## src/rtl/skid_mreg.sv

```systemverilog
// skid_mreg: two-entry skid buffer (main + skid registers) with a muxed input word.
// Define SKID_MREG_STATS_EN to add the saturating stall_cnt output.
module skid_mreg #(
    parameter int width = 1
) (
    input  logic             clk,
    input  logic             rst_n,
    input  logic             in_valid,
    output logic             in_ready,
    input  logic             in_sel,
    input  logic [width-1:0] in_d1,
    input  logic [width-1:0] in_d0,
    output logic             out_valid,
    input  logic             out_ready,
    output logic [width-1:0] out_q
`ifdef SKID_MREG_STATS_EN
    ,
    output logic [15:0]      stall_cnt
`endif
);

    typedef enum logic [1:0] {
        EMPTY = 2'd0,
        ONE   = 2'd1,
        FULL  = 2'd2
    } state_t;

    state_t           state;
    state_t           state_nxt;
    logic [width-1:0] main_r;
    logic [width-1:0] skid_r;
    logic [width-1:0] word;
    logic             accept;
    logic             consume;
    logic             main_load;
    logic             main_from_skid;
    logic             skid_load;

    // Handshake flags come straight off the state register, so in_ready has
    // no combinational path from out_ready.
    assign in_ready  = (state != FULL);
    assign out_valid = (state != EMPTY);
    assign out_q     = main_r;

    assign word    = in_sel ? in_d1 : in_d0;
    assign accept  = in_valid && in_ready;
    assign consume = out_valid && out_ready;

    // NOTE: state and data registers use non-blocking assignments so every
    // flop samples the pre-edge values of its neighbours.
    always_ff @(posedge clk or negedge rst_n) begin
        if (!rst_n) begin
            state <= EMPTY;
        end else begin
            state <= state_nxt;
        end
    end

    always_comb begin
        // NOTE: every output of this block gets a default first, so no path
        // through the case can leave one unassigned and infer a latch.
        state_nxt      = state;
        main_load      = 1'b0;
        main_from_skid = 1'b0;
        skid_load      = 1'b0;
        unique case (state)
            EMPTY: begin
                if (accept) begin
                    state_nxt = ONE;
                    main_load = 1'b1;
                end
            end
            ONE: begin
                if (accept && consume) begin
                    main_load = 1'b1;
                end else if (accept) begin
                    state_nxt = FULL;
                    skid_load = 1'b1;
                end else if (consume) begin
                    state_nxt = EMPTY;
                end
            end
            FULL: begin
                if (consume) begin
                    state_nxt      = ONE;
                    main_load      = 1'b1;
                    main_from_skid = 1'b1;
                end
            end
            default: begin
                state_nxt = EMPTY;
            end
        endcase
    end

    // NOTE: the two data registers are reset as well, so out_q is a known
    // 0 straight out of reset rather than whatever the flops powered up to.
    always_ff @(posedge clk or negedge rst_n) begin
        if (!rst_n) begin
            main_r <= '0;
            skid_r <= '0;
        end else begin
            if (main_load) begin
                main_r <= main_from_skid ? skid_r : word;
            end
            if (skid_load) begin
                skid_r <= word;
            end
        end
    end

`ifdef SKID_MREG_STATS_EN
    // Counts edges where a valid head word was held back by downstream.
    always_ff @(posedge clk or negedge rst_n) begin
        if (!rst_n) begin
            stall_cnt <= '0;
        end else if (out_valid && !out_ready && (stall_cnt != 16'hFFFF)) begin
            stall_cnt <= stall_cnt + 16'd1;
        end
    end
`endif

endmodule

```

## config.mk

```make
export PLATFORM = sky130hd
export DESIGN_NAME = skid_mreg
export DESIGN_NICKNAME = d
export VERILOG_FILES = /design/src/rtl/skid_mreg.sv
export SDC_FILE = /design/constraint.sdc
export NUM_CORES = 1
export LEC_CHECK = 0
export CAP_MARGIN = 20
export CORE_AREA = 10 10 47 49
export DETAILED_ROUTE_END_ITERATION = 12
export DIE_AREA = 0 0 57 59
export SYNTH_ARGS = -nofsm -noshare
export SYNTH_HDL_FRONTEND = slang
export SYNTH_SLANG_ARGS = --single-unit
```

## constraint.sdc

```tcl
create_clock -name clk -period 2.3 [get_ports clk]
set_input_delay 0.46 -clock clk [delete_from_list [all_inputs] [get_ports clk]]
set_output_delay 0.46 -clock clk [all_outputs]
set_load 0.005 [all_outputs]
```

* Yosys cells after proc, flatten, opt, wreduce, memory -nomap -nowiden
Index checks and enable logic that the tools add are counted.
Word-level totals: register bits 4, input port bits 7, output and inout port bits 3, word-level logic and storage cells 31
Cells by class: equality and inequality tests 7, muxes and demuxes 15, reductions and logical operators 6
Operator list (number):
- two-way mux 2 bit | 5
- two-way mux 1 bit | 8
- != test 2 bit (second input constant) | 4
- one-hot mux 2 bit (3 select lines) | 1
- AND reduction 4 bit | 1
- logical AND 1 bit | 3
- != test 3 bit (second input constant) | 1
- one-hot mux 1 bit (3 select lines) | 1
- equality test 2 x 1 -> 1 bit (second input constant) | 1
- equality test 2 bit (second input constant) | 1
- logical NOT 2 bit | 1
- nonzero test 2 bit | 1

* Depth between registers and ports, before layout
depth after elaboration 6, depth in mapped cells 3, mapped depth without buffers 3

* Worst setup path after synthesis
No wires, ideal clock.
path kind input -> register, from input in_sel, to register main_r, in the netlist out_q, library setup time 125 ps, data arrival time 1235 ps, data required time 2175 ps, path slack 941 ps, stages 3, path buffers 0, cells stage by stage mux2_4 > mux2_2 > mux2_2
Between the ends: cells in the longest elaborated chain, start to end 2
RTL lines:
- from (decl) | line 10 | input logic in_sel,
- two-way mux 1 bit | line 45 | assign word = in_sel ? in_d1 : in_d0;
- two-way mux 1 bit | line 104 | main_r <= main_from_skid ? skid_r : word;
- to (signal assigned) | line 104
- to (decl) | line 30 | logic [width-1:0] main_r;
Every way passes these cells. A chain may end at the register's enable or synchronous reset.

* Worst setup path after layout
from register state[0], to output out_valid
Between the ends: cells in the longest elaborated chain, start to end 1
RTL lines:
- from (decl) | line 28 | state_t state;
- from (signal assigned) | line 55 | state <= state_nxt;
- nonzero test 2 bit | line 42 | assign out_valid = (state != EMPTY);
- to (decl) | line 13 | output logic out_valid,
Every way passes these cells.

==> reports/results.ini <==
[logic_synthesis]
postSynthNetCount=27
synth_edf_count=0
synthTopCellsByArea=dfrtp_1, mux2_2, mux2_4
syn_avg_cell_area_um2=11.5
synth_seq_area_share=0.435
netlist_instances=20
synth_top_area_frac=0.435
synth-async-reset-ratio=1.00
yosysWarningCount=0
synth.most_common_cell=dfrtp_1
ys_ff_latch=4
synth_ff_type=dfrtp_1
synth_largest_area_cell=dfrtp_1
yosys-top-cells-count=dfrtp_1, mux2_2, a21oi_1
synthesis.area_um2=230
synth.distinct_cells=14

[grt]
antenna_found_initial=0
grtUsageTotal=0.0324
grt_first_pass_wirelength_um=800
first_global_vias=204
grt_max_degree=9
grt-ovfl-total=0

[sta]
fin_ws_ns=0.433
tightest_slew_ns=0.224
fin_setup_tns_ns=0
clock-skew-final_ns=0.000815
finalCriticalPeriod_ns=1.87
fmax_mhz=536
setup_viol=0
layout_worst_path_cycle_share=0.812
finalHoldViolations=0
max_slew_margin=0.850
slew_violations=0
whs_ns=0.425
rsz0062_at_grt=no

[clock_network]
cts_tree=built
clk_latency_ns=0.23
clock_sinks=4
clk_path_buf_depth=2
numCtsBuffers=3
cts-hold-fix-buffers=0
cts-resized-gates=0
htree_levels=1
clk_pin_slew_worst_paths_ns=0.04
post-cts-setup-buffers=0
cts_root_buf=clkbuf_4

[placed_design]
port_buffers=9
place.gp.congestion=0.684
dp_slack_ns=0.412
placedCellCount=45

[die]
start_util=0.164
die_area_mm2=0.00336
die_w_um=57
die-height_um=59
rows=14
coreArea_mm2=0.00140
io_pins=10

[final_layout]
fin_nets=41
final_layout_size_suffix_gt1_frac=0.250
finalNonFillerCells=48
area_growth_pct=57.6
fin_util=0.259
antenna_cells=0
n_fill_cell=162

[route]
routed_wl_um=500
firstDrtPassIters=2
viasPerCell=3.96
num_vias=190
route.detailed.drc=0
ant_nets=0
drt-initial-drc-count=2
wl_per_cell_um=10.4

[setup_path]
crit_path_max_fanout=8
crit_arrival_ns=1.41
required_ns=1.84
cp-end-kind=primary output
start_kind=flop
path_class=reg2out

[power_and_ir_drop]
p_per_area_mw_per_mm2=721
ir_drop_mv=0.240
p_leak_nw=0.145

[worst_hold_path]
hold_path_class=in2async

[outcome]
status=complete, no violations

[run]
max-cap-violations=0

[through the flow]
step,area (µm²),power [mW]
2_1_floorplan,230,0.137
3_3_place_gp,340,0.180
3_5_place_dp,340,0.180
4_1_cts,363,0.271
5_1_grt,363,0.279
6_report,363,0.262
[cell usage in the layout (no fill, tap or decap), drive strengths merged]
cell type	count
clkbuf	3
dfrtp	4
and3b	1
nor3b	1
o22ai	1
nand2	1
a21oi	2
or2	1
nand3b	1
mux2i	1
clkdlybuf4s50	9
o2bb2ai	1
nand2b	1
nor2b	1
mux2	4
[state kept, by name, indices dropped and copies added, names as in the netlist]
signal and flops:
state 2, out_q 1, skid_r 1
[path summary, 6_finish.rpt]
kind,slack (ns),startpoint,cells past startpoint,end
setup reg to reg,1.03,state[0],3,out_q
hold reg to reg,0.51,skid_r,1,skid_r
max in group asynchronous,1.72,rst_n,1,state[1]
hold / removal,0.42,rst_n,1,skid_r
setup / recovery,0.43,state[0],2,out_valid
min in group clk,0.51,skid_r,1,skid_r
[routing by layer]
metal | global-route usage | vias up | share of wire
met5 | 0 | - | 0
met4 | 0.0403 | 0 | 0
met3 | 0.0193 | 0 | 0.092
met2 | 0.0465 | 4 | 0.51
met1 | 0.0285 | 86 | 0.39
li1 | - | 100 | -
[final cells by class]
type	count	area (µm²)	share of cell area
clock buffers	3	22.5	0.0621
multi-input cells	16	130	0.359
flip-flops and latches	4	100	0.276
well taps	16	20.0	0.0552
repair buffers	9	90.1	0.248
[worst max-delay path, cell delays in order, from the launching register on]
cell             delay, ns
dfrtp_1               0.42
or2_2                 0.31
clkdlybuf4s50_1       0.45
[where the power goes]
group | switching [mW] | leakage [nW] | internal (mW) | total (mW)
Clock | 0.0269 | 0.0138 | 0.0582 | 0.0851
Sequential | 0.0136 | 0.0487 | 0.0883 | 0.102
Combinational | 0.0215 | 0.0829 | 0.0532 | 0.0747
Total | 0.0620 | 0.145 | 0.200 | 0.262
[cell families after synthesis]
logic type / Yosys count / share of synthesized area
flops: 4 / 0.435
compound gates: 4 / 0.109
mux: 5 / 0.255
simple gates: 7 / 0.201
(Power assumes the default switching activity.)
